File: config.mk
export PLATFORM = sky130hd
export DESIGN_NAME = state_packetizer
export DESIGN_NICKNAME = d
export VERILOG_FILES = /design/src/rtl/pong_pkg.sv /design/src/rtl/xor_checksum.sv /design/src/rtl/state_packetizer.sv
export SDC_FILE = /design/constraint.sdc
export NUM_CORES = 1
export LEC_CHECK = 0
export ABC_AREA = 1
export BUFFER_PORTS_ARGS = -buffer_cell sky130_fd_sc_hd__buf_2
export CORE_MARGIN = 3
export CORE_UTILIZATION = 25
export DETAILED_ROUTE_END_ITERATION = 8
export PLACE_DENSITY = 0.47
export SLEW_MARGIN = 10
export SYNTH_ARGS = -nofsm -noshare
export SYNTH_HDL_FRONTEND = slang
export SYNTH_SLANG_ARGS = --single-unit
File: constraint.sdc
create_clock -name clock -period 2.4 [get_ports clock]
set_input_delay 0.12 -clock clock [delete_from_list [all_inputs] [get_ports clock]]
set_output_delay 0.12 -clock clock [all_outputs]
set_load 0.02 [all_outputs]
File: src/rtl/pong_pkg.sv
// ---------------------------------------------------------------------------
// pong_pkg
// Shared definitions for the pong broadcast path: coordinate width, packet
// framing constants, the packetizer state enum and a small byte-split helper.
// ---------------------------------------------------------------------------
package pong_pkg;

  localparam logic [7:0] DEFAULT_SYNC_BYTE = 8'hA5;
  localparam int         PKT_LEN           = 9;
  localparam int         COORD_W           = 11;

  // Everything after SYNC and SEQ and before CSUM is coordinate payload.
  localparam int         FIELD_BYTES       = PKT_LEN - 3;

  typedef enum logic [2:0] {
    IDLE,
    SYNC,
    SEQ,
    FIELD,
    CSUM
  } pkt_state_t;

  // Coordinates travel as two bytes: the high byte is zero-padded to 8 bits.
  function automatic logic [7:0] coord_byte(input logic [COORD_W-1:0] coord,
                                            input logic hi);
    return hi ? {5'b0, coord[10:8]} : coord[7:0];
  endfunction

endpackage

File: src/rtl/xor_checksum.sv
// ---------------------------------------------------------------------------
// xor_checksum
// 8-bit running XOR accumulator used for the packet checksum.
// Ports:
//   clock, reset_n : system clock, asynchronous active-low reset
//   clear          : zero the accumulator (start of a packet)
//   enable         : fold data into the accumulator (accepted payload byte)
//   data           : byte to accumulate
//   sum            : registered running checksum
// ---------------------------------------------------------------------------
module xor_checksum (
  input  logic       clock,
  input  logic       reset_n,
  input  logic       clear,
  input  logic       enable,
  input  logic [7:0] data,
  output logic [7:0] sum
);

  // Clear wins over enable so a new packet always starts from zero.
  always_ff @(posedge clock or negedge reset_n) begin
    if (!reset_n) begin
      sum <= 8'h00;
    end else if (clear) begin
      sum <= 8'h00;
    end else if (enable) begin
      sum <= sum ^ data;
    end
  end

endmodule

File: src/rtl/state_packetizer.sv
// ---------------------------------------------------------------------------
// state_packetizer
// Serializes ball x/y and opponent paddle y into a 9-byte framed packet
// (sync, seq, six coordinate bytes, XOR checksum) over a valid/ready link.
// One request can wait while a packet is in flight; extra ones are counted.
// Ports:
//   clock, reset_n        : system clock, asynchronous active-low reset
//   send_tick             : single-cycle packet request
//   ball_x, ball_y, opp_y : coordinates, sampled when a packet starts
//   tx_data, tx_valid     : current byte and its valid flag
//   tx_ready              : downstream accepts on tx_valid && tx_ready
//   busy                  : packet in progress or request pending
//   overrun_cnt           : saturating count of dropped requests
// ---------------------------------------------------------------------------
module state_packetizer
  import pong_pkg::*;
#(
  parameter logic [7:0] SYNC_BYTE = DEFAULT_SYNC_BYTE,
  parameter int         OVR_W     = 8
) (
  input  logic               clock,
  input  logic               reset_n,
  input  logic               send_tick,
  input  logic [COORD_W-1:0] ball_x,
  input  logic [COORD_W-1:0] ball_y,
  input  logic [COORD_W-1:0] opp_y,
  output logic [7:0]         tx_data,
  output logic               tx_valid,
  input  logic               tx_ready,
  output logic               busy,
  output logic [OVR_W-1:0]   overrun_cnt
);

  pkt_state_t         state, state_next;
  logic [2:0]         field_idx, field_idx_next;
  logic [7:0]         seq;
  logic               pending;
  logic [COORD_W-1:0] snap_bx, snap_by, snap_oy;
  logic               handshake;
  logic               start_pkt;
  logic               csum_en;
  logic [7:0]         csum;

  assign tx_valid  = (state != IDLE);
  assign handshake = tx_valid && tx_ready;
  assign busy      = (state != IDLE) || pending;

  // Checksum covers seq through opp_y low byte; it is folded in as each of
  // those bytes is accepted, so it is already registered when CSUM shows.
  xor_checksum u_csum (
    .clock   (clock),
    .reset_n (reset_n),
    .clear   (start_pkt),
    .enable  (csum_en),
    .data    (tx_data),
    .sum     (csum)
  );

  // State and payload byte index advance only on an accepted byte, which
  // keeps tx_valid/tx_data stable while the downstream stalls.
  always_ff @(posedge clock or negedge reset_n) begin
    if (!reset_n) begin
      state     <= IDLE;
      field_idx <= 3'd0;
    end else begin
      state     <= state_next;
      field_idx <= field_idx_next;
    end
  end

  // Next-state logic. A packet starts from IDLE on a tick, or straight out
  // of CSUM when a request is waiting (including one arriving on the very
  // cycle the checksum is accepted), giving back-to-back packets.
  always_comb begin
    state_next     = state;
    field_idx_next = field_idx;
    start_pkt      = 1'b0;
    csum_en        = 1'b0;
    unique case (state)
      IDLE: begin
        if (send_tick || pending) begin
          state_next = SYNC;
          start_pkt  = 1'b1;
        end
      end
      SYNC: begin
        if (handshake) state_next = SEQ;
      end
      SEQ: begin
        if (handshake) begin
          state_next     = FIELD;
          field_idx_next = 3'd0;
          csum_en        = 1'b1;
        end
      end
      FIELD: begin
        if (handshake) begin
          csum_en = 1'b1;
          if (field_idx == 3'(FIELD_BYTES - 1)) begin
            state_next = CSUM;
          end else begin
            field_idx_next = field_idx + 3'd1;
          end
        end
      end
      CSUM: begin
        if (handshake) begin
          if (pending || send_tick) begin
            state_next = SYNC;
            start_pkt  = 1'b1;
          end else begin
            state_next = IDLE;
          end
        end
      end
      default: state_next = IDLE;
    endcase
  end

  // Output byte is a pure mux of registered state, so tx_ready never has a
  // combinational path to tx_data.
  always_comb begin
    tx_data = 8'h00;
    unique case (state)
      SYNC:  tx_data = SYNC_BYTE;
      SEQ:   tx_data = seq;
      FIELD: begin
        unique case (field_idx)
          3'd0:    tx_data = coord_byte(snap_bx, 1'b1);
          3'd1:    tx_data = coord_byte(snap_bx, 1'b0);
          3'd2:    tx_data = coord_byte(snap_by, 1'b1);
          3'd3:    tx_data = coord_byte(snap_by, 1'b0);
          3'd4:    tx_data = coord_byte(snap_oy, 1'b1);
          3'd5:    tx_data = coord_byte(snap_oy, 1'b0);
          default: tx_data = 8'h00;
        endcase
      end
      CSUM:    tx_data = csum;
      default: tx_data = 8'h00;
    endcase
  end

  // Coordinates are frozen at packet start so mid-packet updates from the
  // game server cannot tear a frame.
  always_ff @(posedge clock or negedge reset_n) begin
    if (!reset_n) begin
      snap_bx <= '0;
      snap_by <= '0;
      snap_oy <= '0;
    end else if (start_pkt) begin
      snap_bx <= ball_x;
      snap_by <= ball_y;
      snap_oy <= opp_y;
    end
  end

  // Sequence number moves on only once the whole packet has gone out.
  always_ff @(posedge clock or negedge reset_n) begin
    if (!reset_n) begin
      seq <= 8'h00;
    end else if ((state == CSUM) && handshake) begin
      seq <= seq + 8'd1;
    end
  end

  // One-deep request queue plus a saturating counter for requests that
  // arrive when the queue slot is already taken.
  always_ff @(posedge clock or negedge reset_n) begin
    if (!reset_n) begin
      pending     <= 1'b0;
      overrun_cnt <= '0;
    end else begin
      if (start_pkt) begin
        pending <= 1'b0;
      end else if (send_tick && (state != IDLE)) begin
        pending <= 1'b1;
      end
      if (send_tick && pending && !(&overrun_cnt)) begin
        overrun_cnt <= overrun_cnt + 1'b1;
      end
    end
  end

endmodule

# After elaboration in Yosys (flattened, before gate mapping)
# Index checks and enable logic that the tools add are counted.
# Widths: inputs -> output; s select.
word_totals:
  ff_bits: 64
  inputBits: 37
  out_inout_bits: 18
classes:
  addsub: 3
  eq_ne: 16
  mux: 23
  n_bitwise: 1
  reduce_logical: 18
op_table:
  columns: ["operator", "n"]
  rows:
  - ["$pmux 8 s6", 1]
  - ["$pmux 8 s4", 1]
  - ["$mux 3", 9]
  - ["$add 8x1->8 const B", 2]
  - ["$mux 8", 2]
  - ["$pmux 3 s5", 1]
  - ["$ne 2x2->1 const B", 7]
  - ["$eq 3x2->1 const B", 4]
  - ["$eq 3x3->1 const B", 3]
  - ["$reduce_and 8->1", 1]
  - ["$xor 8x8->8", 1]
  - ["$mux 1", 7]
  - ["$eq 3x1->1 const B", 2]
  - ["$logic_not 3->1", 2]
  - ["$pmux 3 s2", 1]
  - ["$reduce_and 6->1", 1]
  - ["$reduce_bool 2->1", 3]
  - ["$logic_and 1x1->1", 5]
  - ["$reduce_and 4->1", 1]
  - ["$add 3x1->3 const B", 1]
  - ["$reduce_bool 3->1", 1]
  - ["$logic_or 1x1->1", 2]
  - ["$pmux 1 s2", 1]
  - ["$reduce_or 2->1", 1]
  - ["$logic_not 1->1", 1]

# Logic depth before layout (Yosys ltp)
logic_depth:
  ltp_word: 6
  depth_mapped: 14
  mapped_depth_nobuf: 11

# By module
# A second synthesis with hierarchy kept.
hier_totals:
  hier_cells: 467
  area_unflattened_um2: 3409.5
by_module_without_submodules:
  columns: ["module", "instances", "cells_per_inst", "area_per_inst_um2", "seq_area_each_um2"]
  rows:
  - ["state_packetizer", 1, 424, 3027.9, 1401.3]
  - ["xor_checksum", 1, 43, 381.6, 200.2]

# Least setup slack after synthesis
# No wires, ideal clock.
synth_path:
  kind: "reg-to-reg"
  from: "register field_idx[2]"
  to: "register u_csum.sum[1]"
  arrival_time_ps: 1668
  required_time_ps: 2281
  setup_slack_ps: 613
  path_stages_with_launch: 15
  synth_period_minus_slack_ps: 1787
  path_cell_list: "dfrtp_1 -> buf_4 -> inv_1 -> buf_4 -> ha_1 -> clkbuf_1 -> nand2_1 -> nand2_1 -> nor2_1 -> nand2_1 -> nand2_1 -> nand2_1 -> nand3_1 -> nand2_1 -> nor2_1"
synth_via:
  elab_chain_len: 6
  word_cells_on_any_way: 11
synth_rtl:
  columns: ["item", "line", "source"]
  rows:
  - ["from (decl)", "state_packetizer.sv:35", "logic [2:0] field_idx, field_idx_next;"]
  - ["from (signal assigned)", "state_packetizer.sv:67", "field_idx <= field_idx_next;"]
  - ["$eq 3x3->1, or another cell as far along", "state_packetizer.sv:128", "unique case (field_idx)"]
  - ["$pmux 8 s6 (*)", "state_packetizer.sv:128", null]
  - ["$pmux 8 s4 (*)", "state_packetizer.sv:124", "unique case (state)"]
  - ["named net tx_data[1]", "state_packetizer.sv:27", "output logic [7:0] tx_data,"]
  - ["$xor 8x8->8 (*)", "xor_checksum.sv:27", "sum <= sum ^ data;"]
  - ["$mux 8 (*)", "xor_checksum.sv:26", "end else if (enable) begin"]
  - ["$mux 8 (*)", "xor_checksum.sv:24", "end else if (clear) begin"]
  - ["to (signal assigned)", "xor_checksum.sv:27", null]
  - ["to (decl)", "xor_checksum.sv:17", "output logic [7:0] sum"]
# The timed path passes the listed nets; every way through them passes the cells marked *. The select of a mux whose other input is x is not followed.
# A chain may end at the register's enable or synchronous reset.

# Worst setup path in the final report
layout_path:
  from: "register field_idx[2]"
  to: "output port tx_data[1]"
layout_via:
  elab_chain_len: 3
  word_cells_on_any_way: 8
layout_rtl:
  columns: ["item", "line"]
  rows:
  - ["$eq 3x3->1, or another cell as far along", "state_packetizer.sv:128"]
  - ["$pmux 8 s6 (*)", "state_packetizer.sv:128"]
  - ["$pmux 8 s4 (*)", "state_packetizer.sv:124"]
  - ["to (decl)", "state_packetizer.sv:27"]
# Mark *: on every way between the ends. The rest lies on a longest branch, timed or not.

==> reports/qor.yml <==
reg2reg_to: "u_csum.sum[1]"
p_sw_uw: 2210
ys_top_cells_by_area: "dfrtp_1, nand2_1, nand3_1, inv_1, nor2_1"
ys_types: 25
cpPeakStageDelay_ns: 0.47
fp.dieH_um: 119
fin_cells: 664
hp-class: "in -> reg"
cts_made_buffers: 9
area.growth.synth_to_final_pct: 30.4
maxSlewViolCount: 0
path_clk_slew_ns: 0.05
io_pins: 55
yosys_warnings: 0
start_util: 0.262
rr_worst_depth: 11
worst_ep_arrival_time_ns: 2.03
synthesis.area_um2: 3210
finalPower_uw: 5280
peakVddDrop_v: 0.000426
hold_path_depth: 3
path_common_cell: "nand2_1"
htree_levels: 3
pwr-share-seq: 0.363
finClkSkew_ns: 0.00642
timing.fmax_mhz: 464
dieArea_um2: 14200
io_buffers: 54
die_x_um: 119
p_comb_frac: 0.397
fillers: 1329
path_max_fanout: 11
postCtsSetupBuffers: 0
placedCellCount: 626
switching_share: 0.418
worstHoldStart: "opp_y[6]"
powerDensity_nw_per_um2: 1260
final_util: 0.341
cpMaxStageDelayCell: "dfrtp_1"
nets: 536
multi_input_area_um2: 1440
drtIter0Drc: 124
p_int_uw: 3080
grt_pass1_vias: 2713
status: "finished clean"
firstDrtPassIters: 4
vias_per_cell: 4.10
ys_seq_area_frac: 0.499
cp-start-kind: "flop"
mostFrequentLayoutCells: "nand2_1, dfrtp_1, buf_2, nand3_1, inv_1"
cts.sinks: 64
setup_violations: 0
wl_per_cell_um: 11.5
cts_tree: "yes"
ys_ff_latch: 64
leakage_uw: 0.00221
syn_avg_cell_area_um2: 7.77
vias: 2723
antenna_left: 0
regArea_um2: 1600
r2r_setup_slack_ns: 0.56
grt-ovfl-total: 0
core_um2: 12300
clockBufferDepth: 2
layout_min_cycle_time_ns: 2.15
cts-root-buf: "clkbuf_16"
yosys.area.top_type_share: 0.499
r2r-start: "field_idx[2]"
syn_nets: 457
drt_wl_total_mm: 7.64
rows: 40
drc: 0
yosysTopAreaCell: "dfrtp_1"
rsz0062_at_grt: "false"
gp_congestion: 0.753
relSlewSlack: 0.518
worstHoldEndpoint: "snap_oy[6]"
path_cells: "inv_1, ha_2, nand2_1, nand2_1, nor2_1, nand2_1, nand2_1, nand2_1, buf_2"
gr-usage-all-layers: 0.116
clk_latency_ns: 0.32
grt_max_degree: 42
hold_viol: 0
endpoint_kind: "primary output"
cp.required_ns: 2.28
cap_violations: 0
critPathKind: "reg -> out"
power_frac_clock: 0.239
tightest_slew_ns: 0.722
final_common_cell: "nand2_1"
diodes: 0
netlist_instances: 413
min_period_over_period: 0.897
drive_gt1_frac: 0.181
setup-tns-final_ns: 0
hold_ws_ns: 0.00906
hpwl_mm: 5.59
antenna_found_initial: 0
grt_pass1_wl_mm: 13.2
-- state kept, by name, summed over array words and instances, names as in the netlist --
signal	flops
field_idx	3
overrun_cnt	8
pending	1
seq	8
snap_bx	11
snap_by	11
snap_oy	11
state	3
u_csum.sum	8
-- cell type report --
cell class | count | share of cell area
flip-flops and latches | 64 | 0.383
clock buffers | 11 | 0.0580
clock inverters | 4 | 0.0108
multi-input cells | 308 | 0.344
inverters | 29 | 0.0260
well taps | 168 | 0.0502
repair buffers | 80 | 0.128
-- cell families after synthesis --
kind of cell	count (synthesis)	share of synthesized area
AOI/OAI and AO/OA	21	0.0370
xor gates and xnor gates	14	0.0382
adders and majority gates	7	0.0273
buffers and inverters	41	0.0538
DFF	64	0.499
muxes	1	0.00351
and+or+nand+nor	265	0.341
-- cell usage after synthesis (all sizes together) --
cell type  instances
inv               29
ha                 7
o21a               1
nand3             38
dfrtp             64
o32ai              1
xor2               7
mux2               1
xnor2              7
a21oi             12
nor3               3
nand4              3
buf               11
o21ai              7
nand2            190
clkbuf             1
nor2              31
-- worst max-delay path by stage --
| stage | startpoint | to | slack [ns] | depth (start not counted) |
|---|---|---|---|---|
| 5_1_grt | field_idx[2] | tx_data[1] | 0.03 | 9 |
| 2_1_floorplan | field_idx[2] | u_csum.sum[1] | 0.61 | 14 |
| 4_1_cts | field_idx[2] | tx_data[2] | 0.12 | 9 |
| 3_5_place_dp | field_idx[2] | u_csum.sum[1] | 0.49 | 11 |
| 3_3_place_gp | field_idx[2] | tx_data[2] | 0.51 | 9 |
| 6_report | field_idx[2] | tx_data[1] | 0.25 | 9 |
-- per-layer routing --
metal	track usage	wire (µm)	vias up	part of all wire
met1	0.155	3780	1235	0.50
li1	-	-	1443	-
met3	0.0214	208	6	0.027
met4	0.0515	87	0	0.011
met2	0.183	3560	39	0.47
met5	0	0	-	0
-- power groups by stage --
stage	sequential (µW)	combinational, µW	clock [µW]
after floorplan	1880	1530	0
after global placement	1940	2090	0
after detailed placement	1930	2110	0
after CTS	1920	2140	1310
after global routing	1990	2430	1340
final	1920	2100	1270
-- through the flow --
step	instance area (µm²)	setup slack [ns]
after global placement	3660	0.509
after global routing	4190	0.0292
after CTS	4180	0.124
after floorplan	3210	0.613
final	4190	0.247
after detailed placement	3660	0.486
-- timing repair --
| item | in CTS | in global routing |
|---|---|---|
| hold buffers | 23 | 0 |
| resized for setup | 0 | 2 |
| endpoints found under the setup margin | 0 | 6 |
| endpoints found under the hold margin | 47 | 0 |
-- worst max-delay path: cells and delay by family, from the launching register on --
family,cells,cell delay (ns)
AND/OR/NAND/NOR,6,0.43
adder cells (fa/ha/maj),1,0.34
flip-flops,1,0.47
buffers and inverters,2,0.47
Note: power is estimated with default switching activity, not from simulation.
